===== src/rtl/id_stage.sv =====
// Instruction-decode stage: splits IF_ID, decodes control, resolves jumps,
// detects load-use / jr hazards and registers the result into ID_EX.
module id_stage #(
    parameter logic [4:0]  LINK_REG = 5'd31,
    parameter logic [31:0] NOP_WORD = 32'h0000_0000
) (
    input  logic        clk,
    input  logic        reset,
    input  logic [63:0] IF_ID,
    output logic [4:0]  rf_rs_addr,
    output logic [4:0]  rf_rt_addr,
    input  logic [31:0] rs_data,
    input  logic [31:0] rt_data,
    input  logic        ex_branch_taken,
    input  logic        mem_reg_write,
    input  logic [4:0]  mem_rd,
    output logic        IF_Pause,
    output logic        IF_Flush,
    output logic [1:0]  id_pcsrc,
    output logic [31:0] jump_address,
    output logic [31:0] jr_address,
    output logic [31:0] ex_pc_plus4,
    output logic [31:0] ex_rs_data,
    output logic [31:0] ex_rt_data,
    output logic [31:0] ex_imm,
    output logic [4:0]  ex_rs,
    output logic [4:0]  ex_rt,
    output logic [4:0]  ex_rd,
    output logic [5:0]  ex_op,
    output logic [5:0]  ex_funct,
    output logic [7:0]  ex_ctrl,
    output logic        ill_instr
);

    // ex_ctrl bit positions: {RegWrite, MemRead, MemWrite, MemToReg, ALUSrc, Branch, LinkPC, BNE}
    localparam int C_RW  = 7;
    localparam int C_MR  = 6;
    localparam int C_MW  = 5;
    localparam int C_M2R = 4;
    localparam int C_AS  = 3;
    localparam int C_BR  = 2;
    localparam int C_LNK = 1;
    localparam int C_BNE = 0;

    logic [31:0] pc_plus4;
    logic [31:0] instr;
    logic [5:0]  op;
    logic [5:0]  funct;
    logic [4:0]  rs;
    logic [4:0]  rt;
    logic [4:0]  rd;
    logic [15:0] imm16;

    assign pc_plus4 = IF_ID[63:32];
    assign instr    = IF_ID[31:0];
    assign op       = instr[31:26];
    assign rs       = instr[25:21];
    assign rt       = instr[20:16];
    assign rd       = instr[15:11];
    assign funct    = instr[5:0];
    assign imm16    = instr[15:0];

    assign rf_rs_addr   = rs;
    assign rf_rt_addr   = rt;
    assign jump_address = {pc_plus4[31:28], instr[25:0], 2'b00};
    assign jr_address   = rs_data;

    logic [7:0]  ctrl_dec;
    logic [4:0]  dest;
    logic [31:0] imm_dec;
    logic        illegal;
    logic        uses_rt;
    logic        is_j;
    logic        is_jr;

    always_comb begin
        ctrl_dec = '0;
        dest     = '0;
        imm_dec  = '0;
        illegal  = 1'b0;
        uses_rt  = 1'b0;
        is_j     = 1'b0;
        is_jr    = 1'b0;
        if (instr != NOP_WORD) begin
            case (op)
                6'h00: begin
                    uses_rt = 1'b1;
                    case (funct)
                        6'h08: is_jr = 1'b1;
                        6'h09: begin
                            is_jr           = 1'b1;
                            ctrl_dec[C_RW]  = 1'b1;
                            ctrl_dec[C_LNK] = 1'b1;
                            dest            = rd;
                        end
                        6'h00, 6'h02, 6'h03, 6'h04, 6'h06, 6'h07,
                        6'h20, 6'h21, 6'h22, 6'h23, 6'h24, 6'h25,
                        6'h26, 6'h27, 6'h2a, 6'h2b: begin
                            ctrl_dec[C_RW] = 1'b1;
                            dest           = rd;
                        end
                        default: illegal = 1'b1;
                    endcase
                end
                6'h02: is_j = 1'b1;
                6'h03: begin
                    is_j            = 1'b1;
                    ctrl_dec[C_RW]  = 1'b1;
                    ctrl_dec[C_LNK] = 1'b1;
                    dest            = LINK_REG;
                end
                6'h04, 6'h05: begin
                    uses_rt         = 1'b1;
                    ctrl_dec[C_BR]  = 1'b1;
                    ctrl_dec[C_BNE] = op[0];
                    imm_dec         = {{16{imm16[15]}}, imm16};
                end
                6'h08, 6'h09, 6'h0a, 6'h0b: begin
                    ctrl_dec[C_AS] = 1'b1;
                    ctrl_dec[C_RW] = 1'b1;
                    imm_dec        = {{16{imm16[15]}}, imm16};
                    dest           = rt;
                end
                6'h0c, 6'h0d, 6'h0e: begin
                    ctrl_dec[C_AS] = 1'b1;
                    ctrl_dec[C_RW] = 1'b1;
                    imm_dec        = {16'h0000, imm16};
                    dest           = rt;
                end
                6'h0f: begin
                    ctrl_dec[C_AS] = 1'b1;
                    ctrl_dec[C_RW] = 1'b1;
                    imm_dec        = {imm16, 16'h0000};
                    dest           = rt;
                end
                6'h23: begin
                    ctrl_dec[C_MR]  = 1'b1;
                    ctrl_dec[C_M2R] = 1'b1;
                    ctrl_dec[C_RW]  = 1'b1;
                    ctrl_dec[C_AS]  = 1'b1;
                    imm_dec         = {{16{imm16[15]}}, imm16};
                    dest            = rt;
                end
                6'h2b: begin
                    uses_rt        = 1'b1;
                    ctrl_dec[C_MW] = 1'b1;
                    ctrl_dec[C_AS] = 1'b1;
                    imm_dec        = {{16{imm16[15]}}, imm16};
                end
                default: illegal = 1'b1;
            endcase
        end
        // Writes to $0 are architecturally discarded, so never request them.
        if (dest == 5'd0) begin
            ctrl_dec[C_RW] = 1'b0;
        end
    end

    logic [31:0] ex_pc_plus4_q, ex_pc_plus4_d;
    logic [31:0] ex_rs_data_q, ex_rs_data_d;
    logic [31:0] ex_rt_data_q, ex_rt_data_d;
    logic [31:0] ex_imm_q, ex_imm_d;
    logic [4:0]  ex_rs_q, ex_rs_d;
    logic [4:0]  ex_rt_q, ex_rt_d;
    logic [4:0]  ex_rd_q, ex_rd_d;
    logic [5:0]  ex_op_q, ex_op_d;
    logic [5:0]  ex_funct_q, ex_funct_d;
    logic [7:0]  ex_ctrl_q, ex_ctrl_d;
    logic        ill_q, ill_d;

    logic load_use;
    logic jr_hazard;
    logic stall;
    logic bubble;

    // Stall length falls out of where the producer sits (EX, then MEM); no FSM needed.
    assign load_use  = ex_ctrl_q[C_MR] && (ex_rt_q != 5'd0) &&
                       ((ex_rt_q == rs) || (uses_rt && (ex_rt_q == rt)));
    assign jr_hazard = is_jr && (rs != 5'd0) &&
                       ((ex_ctrl_q[C_RW] && (ex_rd_q == rs)) ||
                        (mem_reg_write && (mem_rd == rs)));
    assign stall     = load_use || jr_hazard;
    assign bubble    = ex_branch_taken || stall;

    always_comb begin
        IF_Pause = 1'b0;
        IF_Flush = 1'b0;
        id_pcsrc = 2'b00;
        if (ex_branch_taken) begin
            IF_Flush = 1'b1;
        end else if (stall) begin
            IF_Pause = 1'b1;
        end else if (is_jr) begin
            IF_Flush = 1'b1;
            id_pcsrc = 2'b10;
        end else if (is_j) begin
            IF_Flush = 1'b1;
            id_pcsrc = 2'b01;
        end
    end

    always_comb begin
        ex_pc_plus4_d = bubble ? '0 : pc_plus4;
        ex_rs_data_d  = bubble ? '0 : rs_data;
        ex_rt_data_d  = bubble ? '0 : rt_data;
        ex_imm_d      = bubble ? '0 : imm_dec;
        ex_rs_d       = bubble ? '0 : rs;
        ex_rt_d       = bubble ? '0 : rt;
        ex_rd_d       = bubble ? '0 : dest;
        ex_op_d       = bubble ? '0 : op;
        ex_funct_d    = bubble ? '0 : funct;
        ex_ctrl_d     = bubble ? '0 : ctrl_dec;
        // A stalled illegal word is re-presented, so only report it once it advances.
        ill_d         = illegal && !bubble;
    end

    always_ff @(posedge clk or posedge reset) begin
        if (reset) begin
            ex_pc_plus4_q <= '0;
            ex_rs_data_q  <= '0;
            ex_rt_data_q  <= '0;
            ex_imm_q      <= '0;
            ex_rs_q       <= '0;
            ex_rt_q       <= '0;
            ex_rd_q       <= '0;
            ex_op_q       <= '0;
            ex_funct_q    <= '0;
            ex_ctrl_q     <= '0;
            ill_q         <= 1'b0;
        end else begin
            ex_pc_plus4_q <= ex_pc_plus4_d;
            ex_rs_data_q  <= ex_rs_data_d;
            ex_rt_data_q  <= ex_rt_data_d;
            ex_imm_q      <= ex_imm_d;
            ex_rs_q       <= ex_rs_d;
            ex_rt_q       <= ex_rt_d;
            ex_rd_q       <= ex_rd_d;
            ex_op_q       <= ex_op_d;
            ex_funct_q    <= ex_funct_d;
            ex_ctrl_q     <= ex_ctrl_d;
            ill_q         <= ill_d;
        end
    end

    assign ex_pc_plus4 = ex_pc_plus4_q;
    assign ex_rs_data  = ex_rs_data_q;
    assign ex_rt_data  = ex_rt_data_q;
    assign ex_imm      = ex_imm_q;
    assign ex_rs       = ex_rs_q;
    assign ex_rt       = ex_rt_q;
    assign ex_rd       = ex_rd_q;
    assign ex_op       = ex_op_q;
    assign ex_funct    = ex_funct_q;
    assign ex_ctrl     = ex_ctrl_q;
    assign ill_instr   = ill_q;

endmodule


===== config.mk =====
export PLATFORM = sky130hd
export DESIGN_NAME = id_stage
export DESIGN_NICKNAME = d
export VERILOG_FILES = /design/src/rtl/id_stage.sv
export SDC_FILE = /design/constraint.sdc
export NUM_CORES = 1
export LEC_CHECK = 0
export CORE_AREA = 5 5 146 148
export CTS_CLUSTER_DIAMETER = 100
export CTS_CLUSTER_SIZE = 40
export DETAILED_ROUTE_END_ITERATION = 7
export DIE_AREA = 0 0 151 153
export GPL_ROUTABILITY_DRIVEN = 0
export PLACE_DENSITY_LB_ADDON = 0.08
export SYNTH_ARGS = -nofsm -noshare
export SYNTH_HDL_FRONTEND = slang
export SYNTH_SLANG_ARGS = --single-unit
export TNS_END_PERCENT = 5

===== constraint.sdc =====
create_clock -name clk -period 12.2 [get_ports clk]
set_input_delay 3.05 -clock clk [delete_from_list [all_inputs] [get_ports clk]]
set_output_delay 3.05 -clock clk [all_outputs]
set_load 0.1 [all_outputs]

==> impl_summary.txt, run 1 <==
----------------------------------------------------
[Placement]
  Sum of net half-perimeters after detailed placement ... 16900 um
  Post-place instance area ... 10100 sq um
  Port Buffer Count ... 376

[Timing]
  Final clock period utilization by the worst path ... 0.821
  Relative max-transition margin ... 0.194
  Count of final setup violators ... 0
  Setup TNS ... 0 ns
  Slew at the pin with the worst max-slew slack ... 1.21 ns
  Worst setup skew after layout ... 0.00960 ns
  Final worst path period need ... 10.02 ns
  RSZ-0062 raised after global routing ... false
  Final-report hold violation count ... 0
  Number of pins with negative max-slew slack in the final report ... 0
  Max frequency ... 99.8 MHz

[Clock network]
  Clock latency of the later-clocked register in the worst-skew pair ... 0.41 ns
  Clock Tree Root ... clkbuf_16
  Number of buffers added by the clock tree synthesis step ... 17
  Post-cts gate resize count ... 0
  Clock slew at reported path FFs ... 0.06 ns
  Setup fix buffers added after clock tree synthesis ... 0
  Number of buffers inserted for hold repair after clock tree synthesis ... 0
  Clock tree buffer depth ... 2
  H-Tree Level Count ... 4
  Clock tree from TritonCTS ... built
  # clock sinks ... 163

[Status]
  Outcome ... finished clean

[Setup path]
  Type of the setup path with the least slack ... in -> out
  Series of cell instances along the critical path ... clkdlybuf4s50_1, nor4_1, nand4_1, nor2_1, a2111o_1, nor3_1, clkdlybuf4s50_1
  Critical path data required time ... 9.15 ns
  Data arrival at the endpoint of the critical path ... 6.97 ns
  Nature of the critical path endpoint ... primary output
  CP Max Fanout ... 33
  Startpoint type of the worst setup path ... input pin
  Max incr delay on CP ... 1.01 ns
  Cell with the most instances on the worst path ... clkdlybuf4s50_1
  Slowest cell on the critical path ... clkdlybuf4s50_1

[Synth]
  Post-Syn Area ... 6670 sq um
  Proportion of netlist area held by the largest area contributor ... 0.612
  Number of register bits inferred by synthesis ... 163
  Cell types occupying the most area after synthesis ... dfrtp_1 61%, and2_1 11%, buf_4 8.6%
  Number of standard cells after synthesis ... 552
  Commonest cells in the synthesized netlist ... 163 x dfrtp_1, 117 x and2_1, 76 x buf_4
  Warnings, synthesis ... 0
  Cell type with the highest aggregate area in the netlist ... dfrtp_1
  Synthesized area divided by synthesized cell count ... 12.1 sq um
  Most used standard cell by instance count after synthesis ... dfrtp_1
  Post-synth ARST share ... 1.00
  Most frequently used flop master after synthesis ... dfrtp_1
  Part of the Yosys area used for sequential elements ... 0.612
  Number of synthesized flops with an enable pin ... 0
  Unique cell type count in the Yosys netlist ... 42

[Routing]
  Routed length per instance ... 19.3 um
  Initial drt markers ... 213
  Remaining antenna violation count after routing ... 0
  Total wire length ... 21800 um
  Via count ... 5071
  Via/cell ratio ... 4.48
  TritonRoute pass-1 iters ... 4
  Number of remaining DRC errors ... 0

[Global routing]
  Number of global-route vias before repair ... 5425
  First-pass GRT wire length ... 32400 um
  Number of antenna violations at the first check in global routing ... 1
  Total global-route track usage ... 0.185
  Pin count of the biggest net entering global routing ... 90
  Grt ovf ... 0

[Floorplanning]
  Die footprint ... 23100 sq um
  Height of the die ... 153 um
  Width of the die ... 151 um
  Placement Rows ... 52
  I/O pin total ... 379
  Initial cell density of the core ... 0.335
  Area inside the core boundary ... 19900 sq um

[Worst hold path]
  Type of the most critical hold path ... reg -> reg

[Finish]
  Final #Nets ... 986
  Summed area of non-filler cells in the final layout ... 10700 sq um
  Area growth, synth to finish ... 60.5%
  Final core utilization ... 0.537
  Share of post-route cells with drive strength above 1 ... 0.0488

[Pwr]
  Pwr dens ... 149 nW/um^2
  Max rail drop VDD ... 87.2 uV
  Static Leak ... 4.57 nW

[Job]
  Max Cap Violations ... 0

----------------------------------------------------
## final timing paths
path	endpoint	cells after the start	start	slack (ns)
worst max-delay path	id_pcsrc[0]	7	IF_ID[29]	2.18
max in group asynchronous	ex_op[0]$_DFF_PP0_	3	reset	7.56
worst min register to register	ex_ctrl[7]$_DFF_PP0_	5	ex_ctrl[6]$_DFF_PP0_	1.37
min in group asynchronous	ex_rt_data[26]$_DFF_PP0_	2	reset	3.18
worst max register to register	ex_imm[18]$_DFF_PP0_	5	ex_rt[3]$_DFF_PP0_	9.42
worst min-delay path	ex_ctrl[7]$_DFF_PP0_	5	ex_ctrl[6]$_DFF_PP0_	1.37
## layer usage
layer	global-route usage	share of wire
met5	0	0
met2	0.328	0.52
met4	0.0613	0.021
met3	0.0746	0.10
met1	0.198	0.35
## worst max-delay path: cells and delay by family
kind | cells | cell delay (ns)
compound gates | 1 | 0.91
simple gates | 4 | 1.41
buf+inv | 2 | 1.59
## area by class of cell
type                            instances  area, sq um
Fill cell                            1763         9210
Timing Repair Buffer                  381         3800
Clock inverter                         11          176
Clock buffer                           19          453
Tap cell                              270          338
Inverter                                5         23.8
Antenna cell                            1         2.50
Multi-Input combinational cell        281         1830
Sequential cell                       163         4080
## state kept, by name (all words and copies together), names as in the netlist
name / cells
ex_rs_data: 32
ill_instr: 1
ex_funct: 6
ex_rs: 5
ex_ctrl: 7
ex_imm: 32
ex_rd: 5
ex_op: 6
ex_rt: 5
ex_pc_plus4: 32
ex_rt_data: 32
## kinds of logic after synthesis
kind of cell              count (synthesis)  synth area share
other                                     1          0.000563
AOI/OAI and AO/OA                        51            0.0563
DFF                                     163             0.612
and+or+nand+nor                         208             0.189
xor gates and xnor gates                 20            0.0263
buffers and inverters                   109             0.116
## report_power, final
group          switching [W]  internal, W
registers         0.00000806     0.000563
logic               0.000341     0.000117
clock network       0.000211     0.000353
total               0.000560      0.00103
## stage by stage
step / setup WS [ns] / hold WS (ns) / std cells / total power, W
5_1_grt: 1.91 / 1.47 / 1131 / 0.00165
6_report: 2.18 / 1.37 / 1131 / 0.00159
3_5_place_dp: 2.23 / 1.37 / 1100 / 0.00104
3_3_place_gp: 2.32 / 1.32 / 1100 / 0.00104
4_1_cts: 2.22 / 1.40 / 1130 / 0.00162
2_1_floorplan: 2.68 / 1.59 / 553 / 0.000920
## layout by cell type, fill, tap and decap left out, types with 3 or more instances in the layout
| cell | n |
|---|---|
| a21oi_1 | 25 |
| clkinvlp_4 | 4 |
| inv_6 | 3 |
| buf_4 | 5 |
| bufinv_16 | 4 |
| nor2_1 | 32 |
| xnor2_1 | 18 |
| clkdlybuf4s50_1 | 376 |
| nor3_1 | 8 |
| nor4_1 | 8 |
| and4b_1 | 14 |
| nand4_1 | 5 |
| and2_1 | 117 |
| nand2_1 | 6 |
| dfrtp_1 | 163 |
| or4_1 | 4 |
| clkbuf_16 | 17 |
| a2bb2oi_1 | 6 |
| inv_1 | 4 |
(Power assumes the default switching activity.)
==> run 2, diff against run 1 <==
--- a/config.mk
+++ b/config.mk
@@ -5,11 +5,11 @@
 export SDC_FILE = /design/constraint.sdc
 export NUM_CORES = 1
 export LEC_CHECK = 0
-export CORE_AREA = 5 5 146 148
+export CORE_AREA = 5 5 145 147
 export CTS_CLUSTER_DIAMETER = 100
 export CTS_CLUSTER_SIZE = 40
 export DETAILED_ROUTE_END_ITERATION = 7
-export DIE_AREA = 0 0 151 153
+export DIE_AREA = 0 0 150 152
 export GPL_ROUTABILITY_DRIVEN = 0
 export PLACE_DENSITY_LB_ADDON = 0.08
 export SYNTH_ARGS = -nofsm -noshare
==> constraint.sdc (replaced) <==
create_clock -name clk -period 9.37 [get_ports clk]
set_input_delay 2.3425 -clock clk [delete_from_list [all_inputs] [get_ports clk]]
set_output_delay 2.3425 -clock clk [all_outputs]
set_load 0.1 [all_outputs]
==> impl_summary.txt, run 2 (same netlist as run 1, synthesis figures left out) <==
----------------------------------------------------
[Global routing]
  Number of antenna violations at the first check in global routing ... 3 (was 1)
  Pin count of the biggest net entering global routing ... 123 (was 90)
  First-pass GRT wire length ... 33200 um (was 32400 um)
  Total global-route track usage ... 0.192 (was 0.185)
  Number of global-route vias before repair ... 5452 (was 5425)
  Grt ovf ... 0 (unchanged)

[Setup path]
  Data arrival at the endpoint of the critical path ... 4.96 ns (was 6.97 ns)
  Slack of the worst reg-to-reg path ... 6.16 ns (was 9.42 ns)
  Series of cell instances along the critical path ... clkdlybuf4s50_1, nor4_1, nand4_1, nor2_1, a2111o_1, nor3_1, buf_4 (was clkdlybuf4s50_1, nor4_1, nand4_1, nor2_1, a2111o_1, nor3_1, clkdlybuf4s50_1)
  CP Max Fanout ... 11 (was 33)
  Critical path data required time ... 7.03 ns (was 9.15 ns)
  Total buffers and inverters traversed by the critical path ... 2 (unchanged)
  Gate family responsible for the most delay along the worst path ... simple AND/OR/NAND/NOR gates (was buffers and inverters)
  Nature of the critical path endpoint ... primary output (unchanged)
  Startpoint type of the worst setup path ... input pin (unchanged)
  Slowest cell on the critical path ... nor4_1 (was clkdlybuf4s50_1)
  Max incr delay on CP ... 0.59 ns (was 1.01 ns)
  Type of the setup path with the least slack ... in -> out (unchanged)

[Timing]
  Final worst-path setup slack ... 2.06 ns (was 2.18 ns)
  Final clock period utilization by the worst path ... 0.780
  Number of pins with negative max-slew slack in the final report ... 0 (unchanged)
  Count of final setup violators ... 0 (unchanged)
  Max frequency ... 137 MHz
  Slew at the pin with the worst max-slew slack ... 1.12 ns (was 1.21 ns)
  Setup TNS ... 0 ns (unchanged)
  Relative max-transition margin ... 0.251 (was 0.194)
  Final-report hold violation count ... 0 (unchanged)
  RSZ-0062 raised after global routing ... false (unchanged)
  Worst setup skew after layout ... 0.00691 ns (was 0.00960 ns)
  Final worst path period need ... 7.31 ns

[Clock network]
  # clock sinks ... 163 (unchanged)
  Clock Tree Root ... clkbuf_16 (unchanged)
  H-Tree Level Count ... 4 (unchanged)
  Clock tree from TritonCTS ... built (unchanged)
  Setup fix buffers added after clock tree synthesis ... 0 (unchanged)
  Clock tree buffer depth ... 2 (unchanged)
  Post-cts gate resize count ... 0 (unchanged)
  Clock latency of the later-clocked register in the worst-skew pair ... 0.42 ns (was 0.41 ns)
  Number of buffers added by the clock tree synthesis step ... 17 (unchanged)
  Clock slew at reported path FFs ... 0.06 ns (about the same)
  Number of buffers inserted for hold repair after clock tree synthesis ... 0 (unchanged)

[Routing]
  Routed length per instance ... 19.4 um (was 19.3 um)
  TritonRoute pass-1 iters ... 4 (unchanged)
  Total wire length ... 22000 um (was 21800 um)
  Remaining antenna violation count after routing ... 0 (unchanged)
  Initial drt markers ... 172 (was 213)
  Via/cell ratio ... 4.47 (was 4.48)
  Via count ... 5065 (was 5071)
  Number of remaining DRC errors ... 0 (unchanged)

[Finish]
  Filler Cells Inserted ... 1771 (was 1763)
  Most frequent cells in the layout ... 372 x clkdlybuf4s50_1, 163 x dfrtp_1, 117 x and2_1 (was 376 x clkdlybuf4s50_1, 163 x dfrtp_1, 117 x and2_1)
  Final #Nets ... 986 (unchanged)
  Share of post-route cells with drive strength above 1 ... 0.0557 (was 0.0488)
  Area growth, synth to finish ... 60.0% (was 60.5%)
  Leading cell type in the layout, fill and taps excluded ... clkdlybuf4s50_1 (unchanged)

[Job]
  Max Cap Violations ... 0 (unchanged)

[Placement]
  Sum of net half-perimeters after detailed placement ... 16900 um (about the same)
  Worst slack at placement ... 2.06 ns (was 2.23 ns)
  Port Buffer Count ... 376 (unchanged)

[Floorplanning]
  Die footprint ... 22800 sq um (was 23100 sq um)
  Area inside the core boundary ... 19800 sq um (was 19900 sq um)
  Height of the die ... 152 um (was 153 um)
  Width of the die ... 150 um (was 151 um)
  I/O pin total ... 379 (unchanged)
  Placement Rows ... 52 (unchanged)
  Initial cell density of the core ... 0.337 (was 0.335)

[Pwr]
  Max rail drop VDD ... 119 uV (was 87.2 uV)
  Static Leak ... 4.57 nW (about the same)
  Pwr dens ... 191 nW/um^2 (was 149 nW/um^2)

[Worst hold path]
  Type of the most critical hold path ... reg -> reg (unchanged)

[Status]
  Outcome ... finished clean (unchanged)

----------------------------------------------------
==> run 2: worst reg2reg max path: cells and delay by family (launching register included) <==
family,cells,cell delay [ns]
simple gates,3,1.07
flops,1,0.45
buf+inv,1,0.82
compound gates,2,0.79
==> run 2: area by class of cell <==
class	count	area (sq um)	area share
inverter	5	23.8	0.00223
timing repair buffer	381	3790	0.355
clock inverter	13	150	0.0141
sequential	163	4080	0.382
multi-input combinational	281	1830	0.171
antenna	2	5.00	0.000469
tap	270	338	0.0317
clock buffer	19	453	0.0425
==> run 2: worst paths after layout <==
path,from,endpoint,cells after the start
max in group asynchronous,reset,ex_rt_data[10]$_DFF_PP0_,3
min in group asynchronous,reset,ex_pc_plus4[0]$_DFF_PP0_,2
setup / recovery,IF_ID[28],id_pcsrc[0],7
hold reg to reg,ex_ctrl[6]$_DFF_PP0_,ex_ctrl[7]$_DFF_PP0_,4
setup reg to reg,ex_rt[1]$_DFF_PP0_,ex_imm[3]$_DFF_PP0_,6
hold / removal,ex_ctrl[6]$_DFF_PP0_,ex_ctrl[7]$_DFF_PP0_,4
==> run 2: stage by stage <==
stage	cell area, sq um	power (W)	hold slack (ns)	utilization	instances
3_5_place_dp	10100	0.00136	1.20	0.508	1100
3_3_place_gp	10100	0.00136	1.17	0.508	1100
2_1_floorplan	6670	0.00120	1.59	-	553
6_report	10700	0.00204	1.19	0.539	1134
5_1_grt	10700	0.00212	1.29	0.539	1133
4_1_cts	10700	0.00207	1.22	0.539	1132
==> run 2: routing by layer <==
layer / up-vias / part of all wire / global-route usage
li1: 2344 / - / -
met1: 2455 / 0.38 / 0.223
met2: 238 / 0.51 / 0.334
met3: 24 / 0.092 / 0.0679
met4: 4 / 0.013 / 0.0514
met5: - / 0.0015 / 0
==> run 2: power breakdown <==
| group | switching, W | total [W] | internal [W] | leakage (nW) |
|---|---|---|---|---|
| Clock | 0.000290 | 0.000701 | 0.000411 | 0.285 |
| Combinational | 0.000445 | 0.000597 | 0.000152 | 2.14 |
| Sequential | 0.0000103 | 0.000744 | 0.000733 | 2.14 |
| Total | 0.000745 | 0.00204 | 0.00130 | 4.57 |
==> RTL edit 1, RTL diff (config.mk and constraints of run 2) <==
Take the reset off `ex_rt_data_q` and load it in a clocked block of its own.
--- a/src/rtl/id_stage.sv
+++ b/src/rtl/id_stage.sv
@@ -220,3 +220,2 @@
             ex_rs_data_q  <= '0;
-            ex_rt_data_q  <= '0;
             ex_imm_q      <= '0;
@@ -232,3 +231,2 @@
             ex_rs_data_q  <= ex_rs_data_d;
-            ex_rt_data_q  <= ex_rt_data_d;
             ex_imm_q      <= ex_imm_d;
@@ -242,2 +240,6 @@
         end
+    end
+
+    always_ff @(posedge clk) begin
+        ex_rt_data_q <= ex_rt_data_d;
     end
Behaviour: not the same (a bounded check fails within 4 cycles, from zero or initial values and one cycle with reset high).
==> RTL edit 1 against run 2 <==
  * First-iteration DRC count down 18%
  * Setup slack worse by 0.74 ns
  * Largest cell class unchanged
  * Routed wire length down 3.9%
  * Cell count about the same
  * Final area down 1.5%
  * Count of clock-buffer cells in the layout up 2
  * Area after synthesis down 2.4%
  * Total power about the same
  * Highest routed layer is now met4
  * Sequential cell count unchanged
  * Non-clock buffer count up 1
  * Sequential share of layout area down 0.95 points
==> RTL edit 1: results (changes against run 2) <==
Unique masters post-synth = 43 (+2.4%)
Final #Nets = 987 (+0.10%)
Multi-input gate area = 1830 sq um (unchanged)
Global Route Usage Sum = 18.2% (-1.0 points)
WL final = 21,200 microns (-3.9%)
placed inst area = 9900 sq um (-1.5%)
number of antenna diodes = 0 (-2)
crit path DAT = 5.70 ns (+0.74 ns)
share of post-route cells with drive strength above 1 = 5.56% (-0.0065 points)
root buffer cell = clkbuf_16
largest net degree at the start of global routing = 88 (-28%)
leak pwr = 4.44 nW (-2.9%)
CTS Buffer Depth = 2 (unchanged)
top cells by area, synth = dfrtp_1 50%, and2_1 11%, dfxtp_1 9.8%
slowest stage cell on the critical path = clkdlybuf4s50_1
top cells by count, synth = 131 x dfrtp_1, 117 x and2_1, 76 x buf_4
wire length of the first global-routing pass = 31,900 microns (-4.0%)
starting density of the core = 32.9% (-0.81 points)
Max stage delay on crit path = 1.16 ns (+0.57 ns)
Yosys warning count = 0 (unchanged)
via count = 5,080 (+0.30%)
fill count = 1,764 (-0.40%)
post-synthesis sequential area ratio = 60.2% (-0.96 points)
antenna violations before repair = 0 (-3)
cell taking the most area after synthesis = dfrtp_1
status = finished clean
peak fanout along the critical path = 10 (-1)
Post-synth top flop = dfrtp_1
VDD IR max = 0.125 mV (+5.1%)
Worst-path clk slew = 0.07 ns
min-delay worst type = register to register
Async SR Flop Fraction = 80.4% (-20 points)
Detail Placement HPWL = 16,000 microns (-5.4%)
clk_skew = 0.0131 ns (+0.00619 ns)
Pre-antenna DRT Iters = 4 (unchanged)
first-iteration detailed-routing DRC count = 141 (-18%)
vias in the first global route = 5,400 (-0.95%)
worst rel slew slack = 27.8% (+2.8 points)
==> RTL edit 1: cell count changes after synthesis, sizes merged <==
cell / delta
dfxtp: +32
dfrtp: -32
==> RTL edit 1: where the power goes <==
group / switching [mW] / internal [mW]
combinational: 0.442 / 0.153
sequential: 0.00999 / 0.732
clock: 0.295 / 0.409
total: 0.747 / 1.29
==> RTL edit 1: metal layers <==
| metal | share of wire, % | GRT usage, % | vias to the layer above |
|---|---|---|---|
| met5 | 0 | 0 | - |
| met4 | 1.7 | 5.66 | 0 |
| met3 | 8.9 | 6.26 | 21 |
| met2 | 50 | 31.4 | 253 |
| met1 | 39 | 21.1 | 2468 |
| li1 | - | - | 2338 |
==> RTL edit 1: worst paths after layout <==
path,depth (start not counted),slack [ns],startpoint,to
max in group asynchronous,3,5.58,reset,ex_funct[0]
min in group asynchronous,2,2.31,reset,ex_rs_data[18]
worst max register to register,6,6.66,ex_rt[1],ex_imm[13]
worst min-delay path,4,1.33,ex_ctrl[6],ex_op[1]
worst min register to register,4,1.33,ex_ctrl[6],ex_op[1]
worst max-delay path,7,1.32,IF_ID[29],IF_Pause
==> RTL edit 1: kinds of logic after synthesis <==
family | Yosys count | share of synthesized area, %
compound gates | 51 | 5.77
flops | 163 | 60.2
buf+inv | 109 | 11.8
other cells | 1 | 0.0576
xor+xnor | 20 | 2.69
simple gates | 208 | 19.4
==> RTL edit 1: cell type report <==
| class | instances | share of cell area (%) |
|---|---|---|
| Clock buffer | 21 | 4.68 |
| Clock inverter | 11 | 1.06 |
| Timing Repair Buffer | 382 | 36.2 |
| Multi-Input combinational cell | 281 | 17.4 |
| Tap cell | 270 | 3.22 |
| Inverter | 5 | 0.226 |
| Sequential cell | 163 | 37.3 |
==> RTL edit 1: worst max-delay path, delay by kind of cell <==
kind,cells,cell delay (ns)
AND/OR/NAND/NOR,4,1.47
buffers and inverters,2,1.72
AO/OA/AOI/OAI,1,0.18
==> RTL edit 1: through the flow <==
| step | worst slack [ns] | hold WS (ns) | cells |
|---|---|---|---|
| final | 1.32 | 1.33 | 1133 |
| after global routing | 0.976 | 1.39 | 1133 |
| after CTS | 1.37 | 1.34 | 1133 |
| after detailed placement | 1.40 | 1.31 | 1101 |
| after global placement | 1.46 | 1.31 | 1101 |
| after floorplan | 1.27 | 1.59 | 553 |
==> RTL edit 2, RTL diff (settings of run 2) <==
Without the edit above. Change the parameter `LINK_REG` from 5'd31 to 5'd15.
--- a/src/rtl/id_stage.sv
+++ b/src/rtl/id_stage.sv
@@ -3,3 +3,3 @@
 module id_stage #(
-    parameter logic [4:0]  LINK_REG = 5'd31,
+    parameter logic [4:0]  LINK_REG = 5'd15,
     parameter logic [31:0] NOP_WORD = 32'h0000_0000
Behaviour: not the same (a bounded check fails within 4 cycles, from zero or initial values and one cycle with reset high).
==> RTL edit 2 against run 2 <==
  * Sequential cell count stayed put
  * Utilization is 0.39 points higher
  * Combinational power is 1% lower
  * Area after synthesis is 1.6% higher
  * Via count is 1.9% higher
  * Total power is 0.19% lower
  * Setup slack worse by 0.35 ns
  * Clock power is 0.6% higher
  * Register-to-register slack better by 0.36 ns
  * Final area is 0.72% higher
  * Routed wire length is 1.6% higher
  * Highest routed layer is now met4
==> RTL edit 2: results (changes against run 2) <==
Detail Placement HPWL = 16,900 microns (about the same)
delay-heaviest family, CP = simple AND/OR/NAND/NOR gates
status = finished clean
vias per inst = 4.51 (+0.97%)
combinational logic power = 0.590 mW (-1%)
htree depth = 4 (unchanged)
Async SR Flop Fraction = 100% (unchanged)
leak pwr = 4.59 nW (+0.48%)
number of antenna diodes = 0 (-2)
slowest stage cell on the critical path = clkdlybuf4s50_1
crit path DAT = 5.31 ns (+0.35 ns)
Switching Fraction = 35.8% (-0.70 points)
VDD IR max = 0.113 mV (-4.7%)
synthesized area per cell = 11.9 sq um (-1.6%)
Unique masters post-synth = 45 (+7.1%)
share of post-route cells with drive strength above 1 = 5.15% (-0.42 points)
top cells by area, synth = dfrtp_1 60%, and2_1 11%, buf_4 8.5%
peak fanout along the critical path = 23 (+12)
Final #Nets = 1,000 (+1.4%)
antenna violations before repair = 0 (-3)
clock buffer count from CTS = 17 (unchanged)
Finished Layout Cells = 1,144 (+0.88%)
min-delay worst type = register to register
WL final = 22,400 microns (+1.6%)
root buffer cell = clkbuf_16
final hold slack = 1.32 ns (+0.124 ns)
CTS Buffer Depth = 2 (unchanged)
Global Route Usage Sum = 19.3% (+0.17 points)
post-synthesis sequential area ratio = 60.2% (-0.96 points)
Clk Latency, worst-skew pair = 0.41 ns
clk_skew = 0.0111 ns (+0.00420 ns)
placed inst area = 10,100 sq um (+0.88%)
vias in the first global route = 5,550 (+1.8%)
Port-buffer cells = 376 (unchanged)
first-iteration detailed-routing DRC count = 256 (+49%)
top cells by count, synth = 163 x dfrtp_1, 118 x and2_1, 77 x buf_4
worst rel slew slack = 15.6% (-9.5 points)
Final Hold Fails = 0 (unchanged)
fill count = 1,747 (-1.4%)
internal power = 1.31 mW (+0.90%)
Pre-antenna DRT Iters = 4 (unchanged)
Max stage delay on crit path = 0.67 ns (+0.08 ns)
wire length of the first global-routing pass = 33,800 microns (+1.9%)
setup slack, reg-to-reg = 6.52 ns (+0.36 ns)
post_cts resized = 0 (unchanged)
total sequential power = 0.743 mW (about the same)
Final WS setup = 1.71 ns (-0.351 ns)
largest net degree at the start of global routing = 143 (+16%)
[RTL edit 2: changes by cell type after synthesis, moves of 4 or more]
| cell | delta |
|---|---|
| o21ai_0 | +5 |
| nor2_1 | -9 |
| a21oi_1 | -15 |
| xnor2_1 | -10 |
| nand2_1 | +16 |
| clkbuf_1 | +8 |
| a211oi_1 | +13 |
| nor2b_1 | +5 |
| and4b_1 | +4 |
| buf_2 | -4 |
| xor2_1 | +10 |
| inv_1 | -4 |
| a2bb2oi_1 | -6 |
[RTL edit 2: kinds of logic after synthesis]
family | share of synthesized area [%]
and+or+nand+nor | 21.4
muxes | 0.148
DFF | 60.2
AOI/OAI and AO/OA | 4.47
other | 0.0554
buffers and inverters | 11.1
xor gates and xnor gates | 2.59
[RTL edit 2: final cells by class]
cell class	count	area (sq um)	share of cell area [%]
Clock buffer	19	443	4.12
Timing Repair Buffer	379	3780	35.2
Inverter	1	8.76	0.0815
Multi-Input combinational cell	301	1940	18.1
Clock inverter	11	153	1.42
Tap cell	270	338	3.15
Sequential cell	163	4080	38.0
[RTL edit 2: worst paths after layout]
check / endpoint / depth (start not counted) / start
max: IF_Pause / 8 / IF_ID[29]
min: ex_imm[23] / 4 / ex_ctrl[6]
max reg2reg: ex_ctrl[0] / 6 / ex_rt[1]
min reg2reg: ex_imm[23] / 4 / ex_ctrl[6]
max in group asynchronous: ex_op[3] / 3 / reset
min in group asynchronous: ex_pc_plus4[14] / 2 / reset
[RTL edit 2: routing by layer]
metal | GRT usage (%) | wire length, microns
met1 | 20.7 | 8000
met2 | 35.0 | 11900
met3 | 7.21 | 2070
met4 | 6.01 | 396
met5 | 0 | 0
